[src/rtl/counter_arb_pkg.sv]
// Shared types and widths for the packet_counter update arbiter.
// State encoding and counter widths live here so sub-blocks and checkers agree.
package counter_arb_pkg;

    typedef enum logic [1:0] {
        ST_INIT = 2'd0,
        ST_ARB  = 2'd1,
        ST_GAP  = 2'd2
    } arb_state_t;

    // Hold covers INIT_HOLD up to 65535, gap covers ISSUE_GAP up to 255.
    localparam int HOLD_W = 16;
    localparam int GAP_W  = 8;

    function automatic int idx_width(input int n);
        return (n > 1) ? $clog2(n) : 1;
    endfunction

endpackage

[src/rtl/rr_priority_select.sv]
// Round-robin priority search: first asserted request at or above ptr, wrapping.
// Produces a one-hot grant, its index and an any-request flag.
module rr_priority_select #(
    parameter int NUM_REQ = 4,
    parameter int IDX_W   = 2
) (
    input  logic [NUM_REQ-1:0] req,
    input  logic [IDX_W-1:0]   ptr,
    output logic [NUM_REQ-1:0] grant,
    output logic [IDX_W-1:0]   idx,
    output logic               any_valid
);

    int k;

    always_comb begin
        grant     = '0;
        idx       = '0;
        any_valid = 1'b0;
        k         = 0;
        for (int i = 0; i < NUM_REQ; i++) begin
            k = int'(ptr) + i;
            if (k >= NUM_REQ) k = k - NUM_REQ;
            if (!any_valid && req[k]) begin
                any_valid = 1'b1;
                grant[k]  = 1'b1;
                idx       = IDX_W'(k);
            end
        end
    end

endmodule

[src/rtl/counter_update_arbiter.sv]
// Shares one packet_counter update port among NUM_REQ RX handlers with a
// round-robin grant, a post-reset hold-off and a minimum spacing between updates.
module counter_update_arbiter
    import counter_arb_pkg::*;
#(
    parameter int NUM_REQ           = 4,
    parameter int QUEUE_ID_WIDTH    = 1,
    parameter int PACKET_SIZE_WIDTH = 1,
    parameter int ISSUE_GAP         = 6,
    parameter int INIT_HOLD         = 8
) (
    input  logic                                 clk_i,
    input  logic                                 rst_i,
    input  logic [NUM_REQ-1:0]                   req_valid_i,
    input  logic [NUM_REQ*QUEUE_ID_WIDTH-1:0]    req_c_id_i,
    input  logic [NUM_REQ*PACKET_SIZE_WIDTH-1:0] req_p_len_i,
    output logic [NUM_REQ-1:0]                   req_ready_o,
    output logic [QUEUE_ID_WIDTH-1:0]            c_id_o,
    output logic [PACKET_SIZE_WIDTH-1:0]         p_len_o,
    output logic                                 count_o,
    output logic                                 busy_o
);

    localparam int IDX_W = idx_width(NUM_REQ);

    arb_state_t         state;
    arb_state_t         state_next;
    logic [HOLD_W-1:0]  hold_cnt;
    logic [GAP_W-1:0]   gap_cnt;
    logic [IDX_W-1:0]   rr_ptr;
    logic [IDX_W-1:0]   ptr_next;
    logic [IDX_W-1:0]   win_idx;
    logic [NUM_REQ-1:0] grant;
    logic               any_valid;
    logic               transfer;

    rr_priority_select #(
        .NUM_REQ (NUM_REQ),
        .IDX_W   (IDX_W)
    ) u_select (
        .req       (req_valid_i),
        .ptr       (rr_ptr),
        .grant     (grant),
        .idx       (win_idx),
        .any_valid (any_valid)
    );

    // Ready is only ever offered to the winner, so valid&ready reduces to this.
    assign transfer = (state == ST_ARB) && any_valid;
    assign ptr_next = (win_idx == IDX_W'(NUM_REQ - 1)) ? '0 : win_idx + 1'b1;

    always_ff @(posedge clk_i) begin
        if (rst_i) state <= ST_INIT;
        else       state <= state_next;
    end

    always_comb begin
        state_next = state;
        case (state)
            ST_INIT: if (hold_cnt <= HOLD_W'(1)) state_next = ST_ARB;
            ST_ARB:  if (any_valid && (ISSUE_GAP > 1)) state_next = ST_GAP;
            ST_GAP:  if (gap_cnt <= GAP_W'(1)) state_next = ST_ARB;
            default: state_next = ST_INIT;
        endcase
    end

    always_comb begin
        req_ready_o = (state == ST_ARB) ? grant : '0;
        busy_o      = (state != ST_ARB);
    end

    always_ff @(posedge clk_i) begin
        if (rst_i) begin
            hold_cnt <= HOLD_W'(INIT_HOLD);
            gap_cnt  <= '0;
            rr_ptr   <= '0;
            count_o  <= 1'b0;
            c_id_o   <= '0;
            p_len_o  <= '0;
        end else begin
            count_o <= transfer;
            if ((state == ST_INIT) && (hold_cnt > HOLD_W'(1)))
                hold_cnt <= hold_cnt - 1'b1;
            if (transfer) begin
                // Loading ISSUE_GAP-1 and leaving at 1 spaces pulses exactly ISSUE_GAP apart.
                gap_cnt <= GAP_W'(ISSUE_GAP - 1);
                rr_ptr  <= ptr_next;
                c_id_o  <= req_c_id_i[int'(win_idx)*QUEUE_ID_WIDTH +: QUEUE_ID_WIDTH];
                p_len_o <= req_p_len_i[int'(win_idx)*PACKET_SIZE_WIDTH +: PACKET_SIZE_WIDTH];
            end else if ((state == ST_GAP) && (gap_cnt > GAP_W'(1))) begin
                gap_cnt <= gap_cnt - 1'b1;
            end
        end
    end

endmodule

[config.mk]
export PLATFORM = sky130hd
export DESIGN_NAME = counter_update_arbiter
export DESIGN_NICKNAME = d
export VERILOG_FILES = /design/src/rtl/counter_arb_pkg.sv /design/src/rtl/rr_priority_select.sv /design/src/rtl/counter_update_arbiter.sv
export SDC_FILE = /design/constraint.sdc
export NUM_CORES = 1
export LEC_CHECK = 0
export CELL_PAD_IN_SITES_DETAIL_PLACEMENT = 1
export CELL_PAD_IN_SITES_GLOBAL_PLACEMENT = 1
export CORE_MARGIN = 2
export CORE_UTILIZATION = 42
export DETAILED_ROUTE_END_ITERATION = 8
export PLACE_DENSITY = 0.89
export REMOVE_ABC_BUFFERS = 1
export SLEW_MARGIN = 10
export SYNTH_ARGS = -nofsm -noshare
export SYNTH_HDL_FRONTEND = slang
export SYNTH_SLANG_ARGS = --single-unit
[constraint.sdc]
create_clock -name clk_i -period 3.52 [get_ports clk_i]
set_input_delay 0.352 -clock clk_i [delete_from_list [all_inputs] [get_ports clk_i]]
set_output_delay 0.352 -clock clk_i [all_outputs]
set_load 0.02 [all_outputs]
==> results.cfg, run 1 <==
[timing]
timing.fmax_mhz = 299.1
timing.final.crit_share_pct = 94.99
rsz0062_at_grt = false
setup_violations = 0
worst_pin_slew_ns = 0.7169
slew_violations = 0
finalSetupTns_ns = 0
hold_ws_ns = 0.5123
maxSlewHeadroom_pct = 52.06
clock-skew-final_ns = 0.005016
hold_viol = 0
finalCriticalPeriod_ns = 3.344

[synthesis]
synth_cell_type_count = 55
netlist.area_leader.share_pct = 30.67
yosys_warnings = 0
synth_area_leaders = dfxtp_1 (31%), nor2_1 (7.4%), xnor2_1 (5.6%)
synth_commonest_cells = nor2_1 (40), dfxtp_1 (31), nor3_1 (15)
avgSynthCellArea_sq_um = 8.125
synthArstFlopShare_pct = 0
yosys.area_share.simple_pct = 25.54
syn_inst = 249
yosysMostFrequentCell = nor2_1
synth_top_family_by_area = simple AND/OR/NAND/NOR gates
ys_ff_latch = 31
synth_edf_count = 0
synthFlopType = dfxtp_1
synth-compound-area-share_pct = 19.85
synth_top_area_cell = dfxtp_1
ys_seq_area_share_pct = 30.67
synth_adder_area_share_pct = 4.947
synth-xor-area-share_pct = 9.524
synthMuxAreaShare_pct = 4.947
netlist_area_sq_um = 2023

[status]
status = completed

[global_routing]
grt.overflow.total = 0
gr-usage-all-layers_pct = 20.65
antenna_found_initial = 0
grt_pass1_vias = 1776
grt_pass1_wl_mm = 8.583
grt_max_degree = 21

[die]
core_area_sq_um = 4692
die_h_um = 73.41
ios = 22
die_w_um = 73.41
rows = 25
initial_utilization_pct = 43.12
dieArea_sq_um = 5388

[clocking]
clk_pin_slew_ns = 0.06
clkSinkCount = 31
cts_buffers = 5
tritoncts = yes
cts_setup_buffers = 0
ctsHtreeMaxLevel = 2
cts-root-buf = clkbuf_8
clock_path_buffers = 2
insertion_delay_ns = 0.29

[pwr]
ir_drop_mv = 0.4349
internal-power_mw = 0.9752
combPwrFrac_pct = 52.1
clockPowerShare_pct = 16.7
switchingPower_mw = 0.7158
leakage_nw = 0.8558
fin_total_pwr_mw = 1.691
seqPwrFrac_pct = 31.1
swShare_pct = 42.33
p_per_area_nw_per_um2 = 706.5

[placement]
io_buffers = 21
place_congestion = 0.7876
placed_area_sq_um = 2303
dp_hpwl_mm = 3.713

[critical_path]
crit_arrival_ns = 2.99
crit_required_ns = 3.17
crit_type = flop to primary output
end_kind = primary output
cp-start-kind = flop
worst-path-max-fanout = 9

[layout]
post-route-util_pct = 51.01
drive_above_1_share_pct = 8.889
design_area_sq_um = 2394
syn_to_final_growth_pct = 18.31
fillers = 579
nets = 292
antenna_cells = 0

[detailed_routing]
drtIter0Drc = 124
totalWireLength_mm = 5.214
vias_per_cell = 5.886
vias = 1907
final_antenna_net_count = 0
drc = 0
dr.pass1.iters = 4
wl_per_cell_um = 16.09

[worst_hold_path]
hold_class = flop to flop

[job]
maxCapViolCount = 0
[through the flow]
stage	worst slack, ns	std cells
finish	0.1765	324
global route	0.005639	324
CTS	0.01996	324
detailed placement	0.1209	317
global placement	0.2205	317
floorplan	0.4241	234
[final timing paths]
| check | from | to | slack (ns) | depth (start not counted) |
|---|---|---|---|---|
| hold reg to reg | p_len_o | p_len_o | 0.51 | 2 |
| setup / recovery | rr_ptr[1] | req_ready_o[3] | 0.18 | 9 |
| hold / removal | p_len_o | p_len_o | 0.51 | 2 |
| setup reg to reg | rr_ptr[1] | p_len_o | 0.95 | 8 |
[what timing repair did]
item                       in CTS  in global routing
hold buffers                    0                  0
resized for setup               0                  1
setup endpoints to repair       0                  4
[power groups by stage]
stage          Clock, mW  Sequential, mW  Combinational (mW)
2_1_floorplan          0           0.530               0.632
3_3_place_gp           0           0.525               0.835
3_5_place_dp           0           0.532               0.866
4_1_cts            0.293           0.526               0.879
5_1_grt            0.305           0.539               0.981
6_report           0.283           0.526               0.882
[worst max-delay path: stages, from the launching register on]
cell	delay, ns
dfxtp_1	0.34
inv_1	0.10
ha_1	0.34
mux4_2	0.62
nor2b_2	0.30
a22oi_1	0.11
nor2_1	0.12
a221oi_1	0.06
nor2_1	0.10
clkdlybuf4s50_1	0.61
[kinds of logic after synthesis]
logic type,count (synthesis)
and+or+nand+nor,105
AOI/OAI and AO/OA,53
DFF,31
buffers and inverters,24
xor gates and xnor gates,22
adders and majority gates,8
muxes,6
[routing by layer]
layer / track usage (%) / part of all wire (%) / wire [um]
met2: 33.63 / 49 / 2540
met3: 4.527 / 3.2 / 168
met4: 8.687 / 2.1 / 109
met1: 26.32 / 46 / 2396
met5: 0 / 0 / 0
[sequential cells by signal, summed over array words and instances (netlist names)]
| name | flops |
|---|---|
| state | 2 |
| rr_ptr | 2 |
| c_id_o | 1 |
| gap_cnt | 8 |
| count_o | 1 |
| p_len_o | 1 |
| hold_cnt | 16 |
[cells in the final DEF, fill, tap and decap left out, drive strengths merged, types with 9 or more instances in the layout]
master	netlist	final
clkdlybuf4s50	0	21
dfxtp	31	31
inv	9	9
nand2	14	14
nor2	40	40
nor3	15	15
o21ai	10	10
xnor2	13	13
xor2	9	9
[cell type report]
class | count | area (sq um) | share of cell area [%]
multi-input combinational | 194 | 1314 | 54.89
tap | 54 | 67.56 | 2.823
clock inverter | 1 | 5.005 | 0.2091
inverter | 9 | 33.78 | 1.411
timing repair buffer | 29 | 270.3 | 11.29
clock buffer | 6 | 82.58 | 3.450
sequential | 31 | 620.6 | 25.93
Power figures use the tool's default switching activity.
==> inputs of run 2 (changes only) <==
--- a/config.mk
+++ b/config.mk
@@ -12,6 +12,7 @@
 export DETAILED_ROUTE_END_ITERATION = 8
 export PLACE_DENSITY = 0.89
 export REMOVE_ABC_BUFFERS = 1
+export SKIP_CTS_REPAIR_TIMING = 1
 export SLEW_MARGIN = 10
 export SYNTH_ARGS = -nofsm -noshare
 export SYNTH_HDL_FRONTEND = slang
==> results of run 2 <==
The final DEF is identical to that of run 1; final timing and power are the same.
==> inputs of run 3 (changes only) <==
--- a/config.mk
+++ b/config.mk
@@ -5,12 +5,13 @@
 export SDC_FILE = /design/constraint.sdc
 export NUM_CORES = 1
 export LEC_CHECK = 0
+export ABC_AREA = 1
 export CELL_PAD_IN_SITES_DETAIL_PLACEMENT = 1
 export CELL_PAD_IN_SITES_GLOBAL_PLACEMENT = 1
 export CORE_MARGIN = 2
-export CORE_UTILIZATION = 42
+export CORE_UTILIZATION = 44
 export DETAILED_ROUTE_END_ITERATION = 8
-export PLACE_DENSITY = 0.89
+export PLACE_DENSITY = 0.95
 export REMOVE_ABC_BUFFERS = 1
 export SKIP_CTS_REPAIR_TIMING = 1
 export SLEW_MARGIN = 10
==> constraint.sdc (replaced) <==
create_clock -name clk_i -period 4.1 [get_ports clk_i]
set_input_delay 0.41 -clock clk_i [delete_from_list [all_inputs] [get_ports clk_i]]
set_output_delay 0.41 -clock clk_i [all_outputs]
set_load 0.02 [all_outputs]
==> run 3 against run 2 <==
Compared with the run above:
- combinational power up 28%
- routed wire length is 7.9% higher
- sequential power increased by 2%
- count of clock-buffer cells in the layout did not move
- final cell count is 28% higher
- non-clock buffer count shrank 7
- critical path depth up 4
- area after synthesis up 7.5%
- power is 18% higher
==> results.cfg, run 3 <==
[status]
status = completed

[global_routing]
grt_max_degree = 22
grt_pass1_wl_mm = 9.722
grt.overflow.total = 0
grt_pass1_vias = 2223
gr-usage-all-layers_pct = 22.66
antenna_found_initial = 0

[critical_path]
crit_type = flop to primary output
critical_path.top_delay_family = buffers and inverters
cp-start-kind = flop
path_depth = 13
crit_arrival_ns = 3.15
end_kind = primary output
path_cells = inv_2, ha_1, inv_1, nand3_1, nand2_4, nor2_8, nand2_1, o22ai_1, a21oi_1, o21ai_0, nand2_1, inv_1, clkdlybuf4s50_1
slowest_stage = dfxtp_1
crit_required_ns = 3.69
worst-path-max-fanout = 13
crit_buf_inv = 4
crit-reg2reg-launch = rr_ptr[0]
rr_worst_depth = 12
crit_path_max_incr_delay_ns = 0.62
cp-startpoint = rr_ptr[0]

[timing]
timing.final.crit_share_pct = 86.92
maxSlewHeadroom_pct = 59.88
clock-skew-final_ns = 0.004487
rsz0062_at_grt = false
finalSetupTns_ns = 0
setup_violations = 0
hold_viol = 0
finalCriticalPeriod_ns = 3.564
slew_violations = 0
timing.fmax_mhz = 280.6
worst_pin_slew_ns = 0.5995

[pwr]
seqPwrFrac_pct = 26.8
p_per_area_nw_per_um2 = 781.4
clockPowerShare_pct = 16.2
switchingPower_mw = 0.9957
ir_drop_mv = 0.2950
combPwrFrac_pct = 57.0
leakage_nw = 1.172
internal-power_mw = 0.9960
swShare_pct = 49.99

[clocking]
clkSinkCount = 31
insertion_delay_ns = 0.29
ctsHtreeMaxLevel = 2
clk_pin_slew_ns = 0.07
tritoncts = yes
clock_path_buffers = 2
cts_buffers = 5
cts-root-buf = clkbuf_8

[die]
ios = 22
die_w_um = 74.32
die_h_um = 74.32
core_area_sq_um = 4755
dieArea_sq_um = 5523
initial_utilization_pct = 45.76
rows = 25

[detailed_routing]
drtIter0Drc = 75
vias = 2184
final_antenna_net_count = 0
totalWireLength_mm = 5.626
vias_per_cell = 5.250
wl_per_cell_um = 13.52
drc = 0
dr.pass1.iters = 4

[layout]
fin_cells = 416
fillers = 664
syn_to_final_growth_pct = 17.14
drive_above_1_share_pct = 10.32
antenna_cells = 0
largest_reg_flops = 16
nets = 370
top_register = hold_cnt
layout_common_cells = nand2_1 (80), inv_1 (37), nor2_1 (35)
final_common_cell = nand2_1
reg.largest.list = hold_cnt x16, gap_cnt x8

[placement]
dp_hpwl_mm = 4.212
io_buffers = 21
dp_cells = 408
place_congestion = 0.9426

[job]
maxCapViolCount = 0

[synthesis]
synth_top_area_cell = dfxtp_1
synth_cell_type_count = 36
synth_commonest_cells = nand2_1 (80), inv_1 (37), nor2_1 (35)
synthFlopType = dfxtp_1
yosysMostFrequentCell = nand2_1
avgSynthCellArea_sq_um = 6.695
netlist.area_leader.share_pct = 28.52
synth_edf_count = 0
syn_inst = 325
synth_area_leaders = dfxtp_1 (29%), nand2_1 (14%), inv_1 (6.4%)
ys_seq_area_share_pct = 28.52
netlist_area_sq_um = 2176
yosys_warnings = 0
synthArstFlopShare_pct = 0
ys_ff_latch = 31

[worst_hold_path]
hold_class = flop to flop
hold-path-cell-count = 2
min_from = p_len_o
## run 3: power groups by stage
stage | combinational [mW] | clock, mW | sequential, mW
6_report | 1.13 | 0.323 | 0.534
2_1_floorplan | 0.857 | 0 | 0.515
3_5_place_dp | 1.12 | 0 | 0.540
5_1_grt | 1.29 | 0.342 | 0.553
4_1_cts | 1.14 | 0.329 | 0.534
3_3_place_gp | 1.07 | 0 | 0.534
## run 3: logic make-up after synthesis
group | share of synthesized area, %
and+or+nand+nor | 41.46
xor gates and xnor gates | 5.233
adders and majority gates | 4.601
AOI/OAI and AO/OA | 11.33
DFF | 28.52
buffers and inverters | 8.855
## run 3: path summary, 6_finish.rpt
kind / to / slack (ns)
worst max-delay path: req_ready_o[0] / 0.54
worst min-delay path: p_len_o / 0.46
worst max register to register: c_id_o / 1.73
worst min register to register: p_len_o / 0.46
## run 3: metrics by stage
stage / util [%] / setup slack [ns] / total power [mW] / hold WS [ns] / cell area (sq um)
6_report: 53.61 / 0.5363 / 1.992 / 0.4555 / 2549
4_1_cts: 53.61 / 0.5512 / 2.008 / 0.4611 / 2549
2_1_floorplan: - / 1.703 / 1.372 / 0.4497 / 2130
3_5_place_dp: 51.13 / 0.8305 / 1.663 / 0.4459 / 2431
5_1_grt: 53.61 / 0.2929 / 2.180 / 0.4873 / 2549
3_3_place_gp: 51.13 / 1.034 / 1.607 / 0.4465 / 2431
## run 3: tightest hold or removal path, stage by stage, from the launching register on
cell	delay, ns
dfxtp_1	0.31
nand2_1	0.06
nand2_1	0.04
## run 3: area by class of cell
| class | instances | area, sq um | area share [%] |
|---|---|---|---|
| clock buffers | 6 | 82.58 | 3.240 |
| flip-flops and latches | 31 | 620.6 | 24.35 |
| repair buffers | 22 | 217.7 | 8.542 |
| well taps | 67 | 83.83 | 3.289 |
| multi-input cells | 249 | 1363 | 53.46 |
| inverters | 39 | 146.4 | 5.744 |
| clock inverters | 2 | 35.03 | 1.375 |
## run 3: routing by layer
layer / vias up / GRT usage (%) / part of all wire, %
met4: 0 / 5.952 / 1.2
met5: - / 0 / 0
li1: 1097 / - / -
met2: 30 / 41.87 / 51
met3: 8 / 4.201 / 3.0
met1: 1049 / 26.89 / 45
